--- src/rtl/dmem_arbiter.sv ---
// -----------------------------------------------------------------------------
// dmem_arbiter
//
// Shares the single-port data RAM between the CPU core and one external
// requester (video fetch, UART DMA, ...). The CPU wins by default. A starvation
// counter switches the block into external priority after STARVE_MAX denied
// cycles. The external port then gets a burst of up to BURST_MAX grants while
// the core is held via its stall input.
//
// Optional feature macro: DMEM_ARB_STATS_EN
//   defined   -> saturating 16-bit counters of stall cycles and external grants
//   undefined -> stat outputs tied to 0, no counter flops
//
// Ports
//   clk, resetN          clock, asynchronous active-low reset
//   cpu_read_m           CPU read request
//   cpu_write_m          CPU write request (core gates it with cpu_stall)
//   cpu_data_addr        CPU address
//   cpu_out_m            CPU write data
//   cpu_in_m             CPU read data (= ram_rdata, same cycle)
//   cpu_stall            drives the core's stall input
//   ext_req/ext_gnt      external request / access performed this cycle
//   ext_we               external write (1) or read (0)
//   ext_addr, ext_wdata  external address / write data
//   ext_rvalid           one-cycle pulse, ext_rdata valid
//   ext_rdata            registered external read data
//   ram_addr/we/wdata    RAM macro controls
//   ram_rdata            RAM read data, combinational read
//   stat_stall_cycles    stall cycle count (stats build only)
//   stat_ext_grants      external grant count (stats build only)
//
// External handshake: ext_req is raised with ext_we/ext_addr/ext_wdata stable
// and held until ext_gnt is seen high in the same cycle. The access completes
// in that cycle: a write is committed at the clock edge ending it, a read
// returns ext_rdata with ext_rvalid exactly one cycle later. There is no
// backpressure on ext_rvalid.
// -----------------------------------------------------------------------------
module dmem_arbiter #(
  parameter int ADDR_W     = 15,
  parameter int DATA_W     = 16,
  parameter int STARVE_MAX = 8,
  parameter int BURST_MAX  = 4
) (
  input  logic              clk,
  input  logic              resetN,
  input  logic              cpu_read_m,
  input  logic              cpu_write_m,
  input  logic [ADDR_W-1:0] cpu_data_addr,
  input  logic [DATA_W-1:0] cpu_out_m,
  output logic [DATA_W-1:0] cpu_in_m,
  output logic              cpu_stall,
  input  logic              ext_req,
  input  logic              ext_we,
  input  logic [ADDR_W-1:0] ext_addr,
  input  logic [DATA_W-1:0] ext_wdata,
  output logic              ext_gnt,
  output logic              ext_rvalid,
  output logic [DATA_W-1:0] ext_rdata,
  output logic [ADDR_W-1:0] ram_addr,
  output logic              ram_we,
  output logic [DATA_W-1:0] ram_wdata,
  input  logic [DATA_W-1:0] ram_rdata,
  output logic [15:0]       stat_stall_cycles,
  output logic [15:0]       stat_ext_grants
);

  localparam int WAIT_W  = $clog2(STARVE_MAX + 1);
  localparam int BURST_W = $clog2(BURST_MAX + 1);

  localparam logic [WAIT_W-1:0]  WAIT_LAST  = WAIT_W'(STARVE_MAX - 1);
  localparam logic [BURST_W-1:0] BURST_LAST = BURST_W'(BURST_MAX - 1);

  typedef enum logic {
    CPU_PRI = 1'b0,
    EXT_PRI = 1'b1
  } state_t;

  state_t             state_q, state_d;
  logic [WAIT_W-1:0]  wait_cnt_q, wait_cnt_d;
  logic [BURST_W-1:0] burst_cnt_q, burst_cnt_d;

  // ---------------------------------------------------------------------------
  // State registers
  // ---------------------------------------------------------------------------
  always_ff @(posedge clk or negedge resetN) begin
    if (!resetN) begin
      state_q     <= CPU_PRI;
      wait_cnt_q  <= '0;
      burst_cnt_q <= '0;
    end else begin
      state_q     <= state_d;
      wait_cnt_q  <= wait_cnt_d;
      burst_cnt_q <= burst_cnt_d;
    end
  end

  // ---------------------------------------------------------------------------
  // Next state and arbitration outputs.
  // cpu_stall is built from state and ext_req only: the core feeds stall back
  // into write_m, so any cpu_* term here would close a combinational loop.
  // During reset state_q is already CPU_PRI, so the CPU_PRI equations apply.
  // ---------------------------------------------------------------------------
  always_comb begin
    state_d     = state_q;
    wait_cnt_d  = wait_cnt_q;
    burst_cnt_d = burst_cnt_q;
    ext_gnt     = 1'b0;
    cpu_stall   = 1'b0;

    case (state_q)
      CPU_PRI: begin
        ext_gnt     = ext_req & ~cpu_read_m & ~cpu_write_m;
        burst_cnt_d = '0;
        if (ext_req && !ext_gnt) begin
          // Denied cycle: the STARVE_MAX-th consecutive denial flips priority.
          if (wait_cnt_q == WAIT_LAST) begin
            state_d    = EXT_PRI;
            wait_cnt_d = '0;
          end else begin
            wait_cnt_d = wait_cnt_q + WAIT_W'(1);
          end
        end else begin
          // Granted or not requesting: a grant on the limit cycle simply wins.
          wait_cnt_d = '0;
        end
      end

      EXT_PRI: begin
        ext_gnt    = ext_req;
        cpu_stall  = ext_req;
        wait_cnt_d = '0;
        if (!ext_req) begin
          // Requester went away mid-burst: hand the RAM back immediately.
          state_d     = CPU_PRI;
          burst_cnt_d = '0;
        end else if (burst_cnt_q == BURST_LAST) begin
          state_d     = CPU_PRI;
          burst_cnt_d = '0;
        end else begin
          burst_cnt_d = burst_cnt_q + BURST_W'(1);
        end
      end

      default: begin
        state_d     = CPU_PRI;
        wait_cnt_d  = '0;
        burst_cnt_d = '0;
      end
    endcase
  end

  // ---------------------------------------------------------------------------
  // RAM mux. The CPU path is the default owner; cpu_in_m is always the raw RAM
  // output, the core only looks at it when it is not stalled.
  // ---------------------------------------------------------------------------
  always_comb begin
    if (ext_gnt) begin
      ram_addr  = ext_addr;
      ram_we    = ext_we;
      ram_wdata = ext_wdata;
    end else begin
      ram_addr  = cpu_data_addr;
      ram_we    = cpu_write_m;
      ram_wdata = cpu_out_m;
    end
  end

  assign cpu_in_m = ram_rdata;

  // ---------------------------------------------------------------------------
  // External read return path: capture on the grant cycle, pulse next cycle.
  // ext_rdata holds its last value between reads.
  // ---------------------------------------------------------------------------
  always_ff @(posedge clk or negedge resetN) begin
    if (!resetN) begin
      ext_rvalid <= 1'b0;
      ext_rdata  <= '0;
    end else begin
      ext_rvalid <= ext_gnt & ~ext_we;
      if (ext_gnt && !ext_we) begin
        ext_rdata <= ram_rdata;
      end
    end
  end

  // ---------------------------------------------------------------------------
  // Optional statistics
  // ---------------------------------------------------------------------------
`ifdef DMEM_ARB_STATS_EN
  logic [15:0] stall_cycles_q;
  logic [15:0] ext_grants_q;

  always_ff @(posedge clk or negedge resetN) begin
    if (!resetN) begin
      stall_cycles_q <= '0;
      ext_grants_q   <= '0;
    end else begin
      if (cpu_stall && (stall_cycles_q != 16'hFFFF)) begin
        stall_cycles_q <= stall_cycles_q + 16'd1;
      end
      if (ext_gnt && (ext_grants_q != 16'hFFFF)) begin
        ext_grants_q <= ext_grants_q + 16'd1;
      end
    end
  end

  assign stat_stall_cycles = stall_cycles_q;
  assign stat_ext_grants   = ext_grants_q;
`else
  assign stat_stall_cycles = 16'd0;
  assign stat_ext_grants   = 16'd0;
`endif

endmodule

--- config.mk ---
export PLATFORM = sky130hd
export DESIGN_NAME = dmem_arbiter
export DESIGN_NICKNAME = d
export VERILOG_FILES = /design/src/rtl/dmem_arbiter.sv
export SDC_FILE = /design/constraint.sdc
export NUM_CORES = 1
export LEC_CHECK = 0
export CORE_ASPECT_RATIO = 1.5
export CORE_UTILIZATION = 27
export DETAILED_ROUTE_END_ITERATION = 7
export PLACE_DENSITY = 0.78
export SLEW_MARGIN = 20
export SYNTH_ARGS = -nofsm -noshare
export SYNTH_HDL_FRONTEND = slang
export SYNTH_SLANG_ARGS = --single-unit
--- constraint.sdc ---
create_clock -name clk -period 1.5 [get_ports clk]
set_clock_uncertainty 0.2 [all_clocks]
set_input_delay 0.3 -clock clk [delete_from_list [all_inputs] [get_ports clk]]
set_output_delay 0.3 -clock clk [all_outputs]
set_load 0.03 [all_outputs]
# Word level (Yosys, flattened, before mapping)
# Index checks and enable logic that the tools add are counted.
[op_classes] bitwise=7 muxes=16 n_eq_ne=2 reduce_logical=4 n_addsub=2
[op_table] op="16-bit 2-to-1 mux" count=1
[op_table] op="15-bit 2-to-1 mux" count=1
[op_table] op="4-bit 2-to-1 mux" count=2
[op_table] op="4-bit one-hot mux with 2 select lines" count=1
[op_table] op="1-bit 2-to-1 mux" count=6
[op_table] op="3-bit 2-to-1 mux" count=2
[op_table] op="3-bit one-hot mux with 2 select lines" count=1
[op_table] op="4-bit by 1-bit adder with 4-bit output (second input constant)" count=1
[op_table] op="4-bit by 3-bit == test with 1-bit output (second input constant)" count=1
[op_table] op="1-bit NOT" count=4
[op_table] op="1-bit one-hot mux with 2 select lines" count=2
[op_table] op="3-bit by 1-bit adder with 3-bit output (second input constant)" count=1
[op_table] op="1-bit bitwise AND" count=3
[op_table] op="3-bit by 2-bit == test with 1-bit output (second input constant)" count=1
[op_table] op="1-bit logical AND" count=2
[op_table] op="1-bit zero test" count=2
[totals] output_inout_bits=99 elab_cells=36 in_bits=84 register_bits=25

# Logic depth before layout (Yosys ltp)
[depth] ltp_word=7 depth_mapped=4 mapped_depth_nobuf=4

# Worst setup path after synthesis
# OpenSTA, ideal clock, no wires.
[synth_timing] path_kind="flip-flop to output port" start="reg state_q" end="out ram_addr[0]" path_slack_ps=-233 stages_incl_launch_ff=5 t_arrival_ps=1233 required_time_ps=1000 n_path_buf=1 cell_sequence="dfrtp_1 -> o21bai_4 -> nand2_4 -> buf_6 -> mux2_2"
[synth_between] elab_chain_len=3
[synth_lines] element="from (decl)" line="78" rtl="state_t state_q, state_d;"
[synth_lines] element="from (signal assigned)" line="91" rtl="state_q <= state_d;"
[synth_lines] element="1-bit NOT"
[synth_lines] element="1-bit one-hot mux with 2 select lines (*)" line="110" rtl="case (state_q)"
[synth_lines] element="15-bit 2-to-1 mux (*)" line="157" rtl="if (ext_gnt) begin"
[synth_lines] element="to (decl)" line="59" rtl="output logic [ADDR_W-1:0] ram_addr,"
# Every way passes the cells marked *; elsewhere a longest branch is shown, timed or not.

# Final worst setup path
[layout_timing] start="reg state_q" end="out ram_wdata[0]"
[layout_between] elab_chain_len=3
[layout_lines] element="1-bit NOT"
[layout_lines] element="1-bit one-hot mux with 2 select lines (*)" line="110"
[layout_lines] element="16-bit 2-to-1 mux (*)" line="157"
[layout_lines] element="to (decl)" line="61" rtl="output logic [DATA_W-1:0] ram_wdata,"
# Marks and branches as above.

==> summary.txt <==
Outcome
  • Outcome: finished, violations left
  • Failing checks: setup timing

Layout
  • Final net count: 401
  • Layout area overhead: 105%
  • Fillers: 532
  • Ant diodes: 0
  • Final cell count without fillers: 390
  • Core Util, Final: 57.2%
  • Multi-input gate area: 0.00108 mm2
  • Reg area: 626 um2
  • Layout cells sized above 1: 50.3%

Yosys
  • Mapped Avg Cell Area: 11.7 um2
  • Yosys reg bits: 25
  • Mapped cell area: 0.00181 mm2
  • Distinct cells, synth: 23
  • Sequential-to-total area share from yosys stat: 34.6%
  • Yosys warns: 0
  • Cell count after synthesis: 154

STA
  • RSZ-0062 raised after global routing: yes
  • Final min period: 2190 ps
  • Hold Fails Final Rpt: 0
  • Worst setup margin: -686 ps
  • Final setup viols: 53
  • Max-slew violations: 0
  • Final Cycle Share: 146%
  • FMAX: 457 MHz

Placed design
  • DP Cell Count: 372
  • GP Congestion: 0.705
  • Final HPWL DP: 4.37 mm
  • I/O Buffers: 150

Min path
  • Hold WC Path Type: in -> async

Clock tree
  • CTS Sinks: 25
  • Clk slew on worst S/H paths: 80 ps
  • CTS tree: done
  • CTS root buffer: clkbuf_8
  • Hold-fix buffers, CTS: 0
  • Cts bufs inserted: 3
  • H-tree depth: 1
  • CTS Buffer Depth: 2
  • Clk Latency, worst-skew pair: 260 ps

Global route
  • Vias in the first global route: 1668
  • All-Layer GR Usage: 16.0%
  • Antenna violations before repair: 0
  • Gr ovfl total: 0
  • First-pass GRT wire length: 8.25 mm
  • Largest net degree at the start of global routing: 26

Pwr
  • Leak Pwr: 1.94 nW
  • Pwr dens: 732 mW/mm2
  • Power consumption: 2.72 mW
  • Max VDD drop: 661 uV

Floorplanning
  • I/O pins: 183
  • Initial Util: 27.9%
  • Die area: 0.00703 mm2
  • Core Region: 0.00649 mm2
  • Cell row count: 36
  • Die width: 68.8 um
  • Die Y: 102 um

Drt
  • Via density: 4.28
  • Final ANT Viol Nets: 0
  • Detailed Route Iter0 Violations: 16
  • Routed WL: 6.03 mm
  • First drt pass iteration count: 2
  • DRC Markers: 0
  • Routed WL per cell: 15.5 um
  • Total vias in the final route: 1671

Critical path
  • WP data required: 1000 ps
  • Critical Path End Type: output port
  • Critical path type: reg -> out
  • Reg2Reg Depth: 7
  • WP data arrival: 1690 ps
  • Setup crit start kind: flop
  • Max Fanout on Critical Path: 6

Flow run
  • Max_cap viols: 0
-- cells by family after synthesis --
group,Yosys count,share of synthesized area (%)
xor+xnor,1,0.485
buf+inv,55,23.0
flops,25,34.6
mux,48,31.7
other cells,1,0.207
compound gates,4,2.56
simple gates,18,6.02
fa+ha+maj,2,1.38
-- cell usage in the layout, fill, tap and decap left out, types with 2 or more instances in the layout --
cell type | Yosys | final
and3_1 | 2 | 2
buf_16 | 0 | 2
inv_2 | 0 | 2
buf_12 | 0 | 8
buf_6 | 4 | 40
dlygate4sd2_1 | 0 | 3
buf_8 | 0 | 4
ha_1 | 2 | 2
dfrtp_1 | 25 | 25
clkbuf_8 | 0 | 3
mux2_4 | 9 | 46
buf_4 | 48 | 40
clkdlybuf4s50_1 | 0 | 80
nand3_1 | 2 | 2
nor2_1 | 5 | 3
nand2_4 | 1 | 3
conb_1 | 1 | 32
-- sequential cells by signal (all words and copies together) (netlist names) --
name,count
ext_rdata,16
state_q,1
ext_rvalid,1
wait_cnt_q,4
burst_cnt_q,3
-- worst max-delay path: stages, from the launching register on --
cell,delay [ps]
dfrtp_1,400
o21bai_4,190
nand2_4,130
buf_12,140
buf_8,100
mux2_4,310
buf_8,140
-- worst paths after layout --
| check | slack (ps) | startpoint | endpoint |
|---|---|---|---|
| max | -690 | state_q | ram_wdata[0] |
| min | 180 | resetN | ext_rdata[10] |
| max reg2reg | -350 | state_q | ext_rdata[7] |
| min reg2reg | 240 | burst_cnt_q[0] | burst_cnt_q[0] |
| max in group asynchronous | 770 | resetN | burst_cnt_q[1] |
| min in group clk | 240 | burst_cnt_q[0] | burst_cnt_q[0] |
-- cell usage after synthesis --
| cell | number | area (um2) |
|---|---|---|
| and3_1 | 2 | 12.5 |
| buf_6 | 4 | 45.0 |
| nor3_1 | 1 | 5.00 |
| o31ai_1 | 1 | 7.51 |
| mux2i_1 | 1 | 10.0 |
| a32o_1 | 1 | 10.0 |
| xnor2_1 | 1 | 8.76 |
| dfrtp_1 | 25 | 626 |
| mux2_4 | 9 | 135 |
| o21bai_4 | 1 | 18.8 |
| nand3_1 | 2 | 10.0 |
| conb_1 | 1 | 3.75 |
| o21ba_2 | 1 | 10.0 |
| nand3b_4 | 1 | 20.0 |
| nor2_1 | 5 | 18.8 |
| inv_1 | 3 | 11.3 |
| nor3b_1 | 1 | 7.51 |
| nand2_4 | 1 | 11.3 |
| buf_4 | 48 | 360 |
| nand2b_1 | 2 | 12.5 |
| ha_1 | 2 | 25.0 |
| mux2_2 | 38 | 428 |
| nand2_1 | 3 | 11.3 |
-- power breakdown --
part	internal, mW	total (mW)	switching [mW]
sequential	0.776	0.840	0.0634
combinational	0.751	1.49	0.737
clock	0.190	0.390	0.200
total	1.72	2.72	1.00
-- routing by layer --
metal  global-route usage (%)  vias up  wire, um
met1                     15.5      785      1930
met4                     2.83        0        15
met3                     9.04        2      1130
li1                         -      764         -
met2                     29.0      120      2960
met5                        0        -         0
-- repair_timing --
item / CTS / global route
setup buffers: 8 / 4
endpoints found under the hold margin: 0 / 0
gates cloned: 4 / 0
endpoints found under the setup margin: 50 / 55
pin swaps: 2 / 7
resized for setup: 194 / 16
-- layout make-up --
cell class	count	area share, %
repair buffers	177	49.9
inverters	3	0.304
flip-flops and latches	25	16.9
well taps	76	2.56
multi-input cells	105	29.1
clock buffers	4	1.21
-- through the flow --
step	hold WS (ps)	cell area, um2	TNS (ps)	setup slack, ps
3_3_place_gp	226	3260	-40660	-1080
2_1_floorplan	-196	2040	-5850	-196
3_5_place_dp	236	3260	-41450	-1100
6_report	176	3710	-26330	-686
5_1_grt	190	3710	-29150	-741
4_1_cts	174	3670	-24560	-678
Power figures use the tool's default switching activity.
